## src/rtl/program_sequencer_pkg.sv

```systemverilog
// Shared types for the instruction fetch sequencer: branch condition codes, status flag indices,
// the per-cycle sequencer operation and return-address-stack sizing helpers.
package program_sequencer_pkg;

  typedef enum logic [2:0] {
    COND_ZERO             = 3'd0,
    COND_NOT_ZERO         = 3'd1,
    COND_NEGATIVE         = 3'd2,
    COND_POSITIVE         = 3'd3,
    COND_CARRY_SET        = 3'd4,
    COND_CARRY_CLEARED    = 3'd5,
    COND_OVERFLOW_SET     = 3'd6,
    COND_OVERFLOW_CLEARED = 3'd7
  } branch_condition_e;

  localparam int ZERO_FLAG     = 0;
  localparam int POSITIVE_FLAG = 1;
  localparam int CARRY_FLAG    = 2;
  localparam int OVERFLOW_FLAG = 3;

  typedef enum logic [2:0] {
    SEQ    = 3'd0,
    BRANCH = 3'd1,
    CALL   = 3'd2,
    RET    = 3'd3,
    HOLD   = 3'd4
  } seq_op_e;

  // Occupancy counter must represent 0..depth inclusive.
  function automatic int ras_cnt_w(input int depth);
    return $clog2(depth + 1);
  endfunction

  function automatic int ras_ptr_w(input int depth);
    return (depth > 1) ? $clog2(depth) : 1;
  endfunction

endpackage

```

## src/rtl/program_sequencer_if.sv

```systemverilog
// Decoder/status-side request bundle and PC/stack status returned by the sequencer.
interface program_sequencer_if
  import program_sequencer_pkg::*;
#(
  parameter int I_ADDR_W  = 12,
  parameter int DATA_W    = 8,
  parameter int RAS_DEPTH = 4
) ();

  logic                              stall;
  logic [I_ADDR_W-1:0]               imar;
  logic [I_ADDR_W-1:0]               address_immediate;
  logic                              jump_branch_select;
  logic                              immediate_select;
  logic                              unconditional_branch;
  logic [DATA_W-1:0]                 status_register;
  branch_condition_e                 branch_condition;
  logic                              pc_relative;
  logic                              call;
  logic                              ret;
  logic [I_ADDR_W-1:0]               pc;
  logic [ras_cnt_w(RAS_DEPTH)-1:0]   ras_depth;
  logic                              ras_overflow;
  logic                              ras_underflow;

  modport master (
    output stall, imar, address_immediate, jump_branch_select, immediate_select,
           unconditional_branch, status_register, branch_condition, pc_relative, call, ret,
    input  pc, ras_depth, ras_overflow, ras_underflow
  );

  modport slave (
    input  stall, imar, address_immediate, jump_branch_select, immediate_select,
           unconditional_branch, status_register, branch_condition, pc_relative, call, ret,
    output pc, ras_depth, ras_overflow, ras_underflow
  );

endinterface

```

## src/rtl/program_sequencer_ras.sv

```systemverilog
// LIFO return-address stack; push/pop take effect on the next clock, top entry is combinational.
// Push when full and pop when empty are dropped; the caller decides what that means.
module return_address_stack
  import program_sequencer_pkg::*;
#(
  parameter int DEPTH = 4,
  parameter int W     = 12
) (
  input  logic                        clk,
  input  logic                        rst_n,
  input  logic                        push,
  input  logic                        pop,
  input  logic [W-1:0]                push_dat,
  output logic [W-1:0]                top_dat,
  output logic [ras_cnt_w(DEPTH)-1:0] depth,
  output logic                        full,
  output logic                        empty
);

  localparam int CNT_W = ras_cnt_w(DEPTH);
  localparam int PTR_W = ras_ptr_w(DEPTH);

  logic [W-1:0]     mem [DEPTH];
  logic [CNT_W-1:0] cnt_q;
  logic [CNT_W-1:0] top_cnt;

  assign full    = (cnt_q == CNT_W'(DEPTH));
  assign empty   = (cnt_q == '0);
  assign depth   = cnt_q;
  assign top_cnt = empty ? '0 : cnt_q - CNT_W'(1);
  assign top_dat = mem[top_cnt[PTR_W-1:0]];

  always_ff @(posedge clk or negedge rst_n) begin
    if (!rst_n) begin
      cnt_q <= '0;
    end else if (pop && !empty) begin
      cnt_q <= cnt_q - CNT_W'(1);
    end else if (push && !full) begin
      cnt_q <= cnt_q + CNT_W'(1);
    end
  end

  // Contents are don't-care after reset, so storage carries no reset.
  always_ff @(posedge clk) begin
    if (push && !pop && !full) begin
      mem[cnt_q[PTR_W-1:0]] <= push_dat;
    end
  end

endmodule

```

## src/rtl/program_sequencer.sv

```systemverilog
// Next-PC selection (sequential / branch / call / return / stall) with a hardware return stack.
// One-cycle latency: a request in cycle N appears on pc in cycle N+1; stall freezes all state.
module program_sequencer
  import program_sequencer_pkg::*;
#(
  parameter int                  I_ADDR_W     = 12,
  parameter int                  INST_W_BYTES = 2,
  parameter int                  DATA_W       = 8,
  parameter int                  RAS_DEPTH    = 4,
  parameter logic [I_ADDR_W-1:0] RESET_VECTOR = '0
) (
  input  logic              clk,
  input  logic              rst_n,
  program_sequencer_if.slave bus
);

  localparam int CNT_W = ras_cnt_w(RAS_DEPTH);

  logic [I_ADDR_W-1:0] pc_q;
  logic [I_ADDR_W-1:0] pc_nxt;
  logic [I_ADDR_W-1:0] seq_addr;
  logic [I_ADDR_W-1:0] target;
  logic [I_ADDR_W-1:0] branch_addr;
  logic                cond_met;
  logic                branch_taken;
  seq_op_e             op;
  logic [I_ADDR_W-1:0] ras_top;
  logic [CNT_W-1:0]    ras_cnt;
  logic                ras_full;
  logic                ras_empty;
  logic                ovf_q;
  logic                unf_q;
  logic                unused_status;

  assign unused_status = ^bus.status_register[DATA_W-1:4];

  assign seq_addr    = pc_q + I_ADDR_W'(INST_W_BYTES);
  assign target      = bus.immediate_select ? bus.address_immediate : bus.imar;
  assign branch_addr = bus.pc_relative ? pc_q + target : target;

  always_comb begin
    cond_met = 1'b0;
    case (bus.branch_condition)
      COND_ZERO:             cond_met =  bus.status_register[ZERO_FLAG];
      COND_NOT_ZERO:         cond_met = !bus.status_register[ZERO_FLAG];
      COND_NEGATIVE:         cond_met = !bus.status_register[POSITIVE_FLAG];
      COND_POSITIVE:         cond_met =  bus.status_register[POSITIVE_FLAG];
      COND_CARRY_SET:        cond_met =  bus.status_register[CARRY_FLAG];
      COND_CARRY_CLEARED:    cond_met = !bus.status_register[CARRY_FLAG];
      COND_OVERFLOW_SET:     cond_met =  bus.status_register[OVERFLOW_FLAG];
      COND_OVERFLOW_CLEARED: cond_met = !bus.status_register[OVERFLOW_FLAG];
      default:               cond_met = 1'b0;
    endcase
  end

  // Calls are always unconditional; only plain conditional branches consult the flags.
  assign branch_taken = bus.jump_branch_select &&
                        (bus.unconditional_branch || bus.call || cond_met);

  always_comb begin
    op = SEQ;
    if (bus.stall)                               op = HOLD;
    else if (bus.ret)                            op = RET;
    else if (bus.call && bus.jump_branch_select) op = CALL;
    else if (branch_taken)                       op = BRANCH;
  end

  always_comb begin
    pc_nxt = seq_addr;
    case (op)
      HOLD:   pc_nxt = pc_q;
      RET:    pc_nxt = ras_empty ? seq_addr : ras_top;
      CALL:   pc_nxt = branch_addr;
      BRANCH: pc_nxt = branch_addr;
      default: pc_nxt = seq_addr;
    endcase
  end

  always_ff @(posedge clk or negedge rst_n) begin
    if (!rst_n) begin
      pc_q  <= RESET_VECTOR;
      ovf_q <= 1'b0;
      unf_q <= 1'b0;
    end else begin
      pc_q <= pc_nxt;
      if (op == CALL && ras_full)  ovf_q <= 1'b1;
      if (op == RET  && ras_empty) unf_q <= 1'b1;
    end
  end

  return_address_stack #(
    .DEPTH (RAS_DEPTH),
    .W     (I_ADDR_W)
  ) u_ras (
    .clk      (clk),
    .rst_n    (rst_n),
    .push     (op == CALL),
    .pop      (op == RET),
    .push_dat (seq_addr),
    .top_dat  (ras_top),
    .depth    (ras_cnt),
    .full     (ras_full),
    .empty    (ras_empty)
  );

  assign bus.pc            = pc_q;
  assign bus.ras_depth     = ras_cnt;
  assign bus.ras_overflow  = ovf_q;
  assign bus.ras_underflow = unf_q;

endmodule
```

## src/flat_wrapper.sv

```systemverilog
// flat-port wrapper written by rule: the top's interface ports become plain ports
module program_sequencer_flat import program_sequencer_pkg::*;
#(
  parameter int                  I_ADDR_W     = 12,
  parameter int                  INST_W_BYTES = 2,
  parameter int                  DATA_W       = 8,
  parameter int                  RAS_DEPTH    = 4,
  parameter logic [I_ADDR_W-1:0] RESET_VECTOR = '0
)
  (clk, rst_n, bus_stall, bus_imar, bus_address_immediate, bus_jump_branch_select, bus_immediate_select, bus_unconditional_branch, bus_status_register, bus_branch_condition, bus_pc_relative, bus_call, bus_ret, bus_pc, bus_ras_depth, bus_ras_overflow, bus_ras_underflow);
  program_sequencer_if #(.I_ADDR_W(I_ADDR_W), .DATA_W(DATA_W), .RAS_DEPTH(RAS_DEPTH)) bus_i ();
  input  logic clk;
  input  logic rst_n;
  input wire logic [$bits(bus_i.stall)-1:0] bus_stall;
  input wire logic [$bits(bus_i.imar)-1:0] bus_imar;
  input wire logic [$bits(bus_i.address_immediate)-1:0] bus_address_immediate;
  input wire logic [$bits(bus_i.jump_branch_select)-1:0] bus_jump_branch_select;
  input wire logic [$bits(bus_i.immediate_select)-1:0] bus_immediate_select;
  input wire logic [$bits(bus_i.unconditional_branch)-1:0] bus_unconditional_branch;
  input wire logic [$bits(bus_i.status_register)-1:0] bus_status_register;
  input wire logic [$bits(bus_i.branch_condition)-1:0] bus_branch_condition;
  input wire logic [$bits(bus_i.pc_relative)-1:0] bus_pc_relative;
  input wire logic [$bits(bus_i.call)-1:0] bus_call;
  input wire logic [$bits(bus_i.ret)-1:0] bus_ret;
  output wire logic [$bits(bus_i.pc)-1:0] bus_pc;
  output wire logic [$bits(bus_i.ras_depth)-1:0] bus_ras_depth;
  output wire logic [$bits(bus_i.ras_overflow)-1:0] bus_ras_overflow;
  output wire logic [$bits(bus_i.ras_underflow)-1:0] bus_ras_underflow;
  assign bus_i.stall = bus_stall;
  assign bus_i.imar = bus_imar;
  assign bus_i.address_immediate = bus_address_immediate;
  assign bus_i.jump_branch_select = bus_jump_branch_select;
  assign bus_i.immediate_select = bus_immediate_select;
  assign bus_i.unconditional_branch = bus_unconditional_branch;
  assign bus_i.status_register = bus_status_register;
  assign bus_i.branch_condition = bus_branch_condition;
  assign bus_i.pc_relative = bus_pc_relative;
  assign bus_i.call = bus_call;
  assign bus_i.ret = bus_ret;
  assign bus_pc = bus_i.pc;
  assign bus_ras_depth = bus_i.ras_depth;
  assign bus_ras_overflow = bus_i.ras_overflow;
  assign bus_ras_underflow = bus_i.ras_underflow;
  program_sequencer #(.I_ADDR_W(I_ADDR_W), .INST_W_BYTES(INST_W_BYTES), .DATA_W(DATA_W), .RAS_DEPTH(RAS_DEPTH), .RESET_VECTOR(RESET_VECTOR)) u_core (.clk(clk), .rst_n(rst_n), .bus(bus_i));
endmodule
```

## config.mk

```make
export PLATFORM = sky130hd
export DESIGN_NAME = program_sequencer_flat
export DESIGN_NICKNAME = d
export VERILOG_FILES = /design/src/rtl/program_sequencer_pkg.sv /design/src/rtl/program_sequencer_if.sv /design/src/rtl/program_sequencer_ras.sv /design/src/rtl/program_sequencer.sv /design/src/flat_wrapper.sv
export SDC_FILE = /design/constraint.sdc
export NUM_CORES = 1
export LEC_CHECK = 0
export CORE_MARGIN = 4
export CORE_UTILIZATION = 35
export CTS_CLUSTER_SIZE = 20
export DETAILED_ROUTE_END_ITERATION = 7
export PLACE_DENSITY_LB_ADDON = 0.3
export SYNTH_ARGS = -nofsm -noshare
export SYNTH_HDL_FRONTEND = slang
export SYNTH_SLANG_ARGS = --single-unit
export TNS_END_PERCENT = 50
```

## constraint.sdc

```tcl
create_clock -name clk -period 7.3 [get_ports clk]
set_input_delay 0.73 -clock clk [delete_from_list [all_inputs] [get_ports clk]]
set_output_delay 0.73 -clock clk [all_outputs]
set_load 0.01 [all_outputs]
```

==> Flow_metrics.wiki <==
{| class="wikitable"
! Metric !! Value
|-
| Run status || finished, final reports clean
|-
| Final setup violation count || 0
|-
| Routed wire length per instance || 18.3 µm
|-
| Number of optimization iterations in the first detailed-route pass || 4
|-
| Top_reg_cell synth || sky130_fd_sc_hd__edfxtp_1
|-
| 1st-iter DRT viols || 208
|-
| Worst setup skew after layout || between 0.006 and 0.007 ns
|-
| Nets || 466
|-
| Starting Density || a little over a third
|-
| Critical path launch point type || input port
|-
| Power density over the cells || between 300 and 400 nW/µm²
|-
| Worst-Margin Slew || about 1.0 ns
|-
| Fmax || about 250 MHz
|-
| Filler cells || between 1000 and 1500
|-
| Synth cell types || 70
|-
| Post-cts hold buffer count || 0
|-
| Number of antenna violations at the first check in global routing || 0
|-
| Cells on Worst Hold Path || 1
|-
| Worst IR drop on VDD || 0.159 mV
|-
| Number of global-route vias before repair || ~3200
|-
| Number of buffers inserted by port buffering || 56
|-
| Area inside the core boundary || about 11000 µm²
|-
| Synth Cell Area || about 4000 µm²
|-
| Post-synthesis net count || about 400
|-
| Global router's overall resource usage || approximately 16%
|-
| CTS H-tree lvls || 3
|-
| Last weighted congestion value of the routability-driven placer || between 0.8 and 0.9
|-
| Static power due to leakage || 1.85 nW
|-
| Type of the worst min-delay path || reg -> reg
|-
| Count of nets left with antenna violations after detail routing || 0
|-
| TritonCTS clock tree || yes
|-
| Number of antenna repair diodes || 0
|-
| Die footprint || 13200 µm²
|-
| Reg-to-reg endpoint || u_core.bus.pc[9]
|-
| Sum of negative setup slack || 0 ns
|-
| Die extent in x || 115 µm
|-
| Seq/Total Area, Yosys || around 47%
|-
| Utilization after layout || between 40 and 50%
|-
| Endpoint class of the critical path || register
|-
| Startpoint of the lowest-slack register-to-register path || u_core.u_ras.depth[1]
|-
| Congestion Overflow GR || 0
|-
| Share of post-route cells with drive strength above 1 || between 10 and 15%
|-
| TritonCTS Buffers || 9
|-
| Clock network latency to the later pin of the worst-skew pair || roughly 0.32 ns
|-
| Category of the critical setup timing path || in -> reg
|-
| Period Utilization, post-route || between 50% and 60%
|-
| Slack of the worst reg-to-reg path || a little over 4 ns
|-
| Count of final max-slew check failures || 0
|-
| Reg clk slew, reported paths || approximately 0.05 ns
|-
| Post_cts resized || 0
|-
| Detailed-placement wirelength estimate || between 7 and 8 mm
|-
| Count of warnings emitted by yosys || 0
|-
| First-pass GRT wire length || about 16 mm
|-
| Die Height || ~110 µm
|-
| Placed cells || roughly 530
|-
| EDFF count, synth || between 40 and 50
|-
| Average vias per placed instance || 5.45
|-
| Number of flip-flops and latches in the synthesized netlist || 65
|-
| Synthesized instance count || roughly 350
|-
| Buffer type at the clock tree root || sky130_fd_sc_hd__clkbuf_16
|-
| Capturing instance or port of the critical path || u_core.bus.pc[10]
|-
| Critical Path AT || around 4.2 ns
|-
| Standard-cell rows || 38
|-
| Total number of vias || 2986
|-
| Setup repair after global routing missed its margin || no
|-
| Crit path setup slack, layout || about 3.3 ns
|-
| Overall power of the completed layout || approximately 1.8 mW
|-
| # Max-Cap Violations || 0
|-
| First element of the critical path || bus_immediate_select
|-
| Clock tree sinks || 65
|-
| Overall routed net length || ~10 mm
|-
| Minimum clock period after layout || 4.03 ns
|-
| Mean instance size in the synthesized netlist || ~11 µm²
|-
| Number of ports placed on the die boundary || a little over 60
|-
| Worst endpoint required time || 7.50 ns
|-
| Relative slew margins || roughly 33%
|-
| Pin count of the biggest net entering global routing || 22
|-
| Fraction of registers with async set/reset || around a quarter
|-
| Final hold vios || 0
|-
| Cell depth of the worst flop-to-flop path || 9
|-
| Worst Setup Slack post-DPL || between 2 and 3 ns
|-
| Number of remaining DRC errors || 0
|-
| Buffer count from post-CTS setup fixing || 0
|-
| Critical path peak fanout || 12
|-
| Number of cells in the finished layout apart from fillers || ~550
|-
| Synthesis-to-finish area growth || 22.7%
|-
| Clock tree buffer depth || 2
|}
## cell type report
class / instances / area [µm²] / area share [%]
multi-input cells: 257 / 1990 / 40.5
flip-flops and latches: 65 / 1870 / 38.1
repair buffers: 58 / 576 / 11.7
clock buffers: 11 / 233 / 4.75
well taps: 140 / 175 / 3.57
inverters: 12 / 45.0 / 0.919
clock inverters: 5 / 22.5 / 0.459
## layout by cell type (no fill, tap or decap), drive strengths merged, types with 4 or more instances in the layout
| master | instances |
|---|---|
| clkinv | 7 |
| a211oi | 17 |
| edfxtp | 48 |
| and3 | 5 |
| nand3 | 8 |
| and2 | 5 |
| nor2b | 10 |
| inv | 10 |
| nor3b | 4 |
| nor2 | 20 |
| clkbuf | 11 |
| dfrtp | 17 |
| a21o | 7 |
| mux2 | 17 |
| nor3 | 6 |
| xor2 | 5 |
| clkdlybuf4s50 | 56 |
| nand2 | 16 |
| mux2i | 21 |
| o21ai | 25 |
| ha | 18 |
| a21oi | 18 |
| xnor2 | 10 |
## synthesized netlist by cell type, types with 6 or more instances
library cell	n	share of area (%)
sky130_fd_sc_hd__dfrtp_1	17	11
sky130_fd_sc_hd__mux2_2	17	4.8
sky130_fd_sc_hd__inv_1	10	0.94
sky130_fd_sc_hd__nand2_1	16	1.5
sky130_fd_sc_hd__mux2i_1	21	5.3
sky130_fd_sc_hd__nor2_1	19	1.8
sky130_fd_sc_hd__a211oi_1	16	3.0
sky130_fd_sc_hd__edfxtp_1	48	36
sky130_fd_sc_hd__o21ai_0	21	2.6
sky130_fd_sc_hd__a21o_1	6	1.1
sky130_fd_sc_hd__xnor2_1	9	2.0
sky130_fd_sc_hd__ha_1	18	5.6
sky130_fd_sc_hd__nand3_1	7	0.88
sky130_fd_sc_hd__a21oi_1	17	2.1
sky130_fd_sc_hd__nor2b_1	10	1.6
## worst min-delay path by stage
stage                        startpoint                       end  slack, ns
6_report        u_core.bus.ras_overflow   u_core.bus.ras_overflow       0.47
5_1_grt        u_core.bus.ras_underflow  u_core.bus.ras_underflow       0.49
4_1_cts         u_core.bus.ras_overflow   u_core.bus.ras_overflow       0.47
3_5_place_dp    u_core.bus.ras_overflow   u_core.bus.ras_overflow       0.46
3_3_place_gp   u_core.bus.ras_underflow  u_core.bus.ras_underflow       0.45
2_1_floorplan                     rst_n          u_core.bus.pc[0]       0.43
## sequential cells by signal, summed over array words and instances, names as in the netlist
register	cells
u_core.u_ras.mem	48
u_core.bus.pc	12
u_core.u_ras.depth	3
u_core.bus.ras_overflow	1
u_core.bus.ras_underflow	1
## cells by family (layout without fill, tap and decap cells)
kind of cell	after synthesis	in the layout	share of synthesized area, %
buffers and inverters	26	86	3.57
and+or+nand+nor	90	90	13.0
DFF	65	65	46.7
AOI/OAI and AO/OA	93	93	15.9
xor gates and xnor gates	15	15	3.48
muxes	40	40	11.2
adders and majority gates	19	19	6.14
## power breakdown
group          internal [mW]  switching, mW  total (mW)
Combinational          0.385          0.482       0.867
Sequential             0.493         0.0761       0.569
Clock                  0.225          0.142       0.368
Total                   1.10          0.701        1.80
## through the flow
stage               cell area (µm²)  hold slack, ns
detailed placement             4650           0.459
finish                         4900           0.466
global placement               4650           0.451
CTS                            4900           0.471
global route                   4900           0.487
floorplan                      4000           0.434
## metal layers
layer | vias to the layer above | global-route usage (%) | part of all wire, %
met5 | - | 0 | 0
li1 | 1433 | - | -
met1 | 1468 | 20.0 | 43
met3 | 8 | 2.68 | 4.3
met4 | 0 | 4.46 | 1.1
met2 | 77 | 27.9 | 51
## worst max-delay path: stages
cell	delay, ns
sky130_fd_sc_hd__clkdlybuf4s50_1	0.82
sky130_fd_sc_hd__mux2_2	0.41
sky130_fd_sc_hd__ha_1	0.27
sky130_fd_sc_hd__fa_1	0.43
sky130_fd_sc_hd__a21o_1	0.20
sky130_fd_sc_hd__a21oi_1	0.29
sky130_fd_sc_hd__o21ai_0	0.12
sky130_fd_sc_hd__and2b_1	0.20
sky130_fd_sc_hd__mux2i_1	0.12
sky130_fd_sc_hd__a211o_1	0.31
sky130_fd_sc_hd__a222oi_1	0.32
No activity file was read; power rests on OpenSTA's default activity.
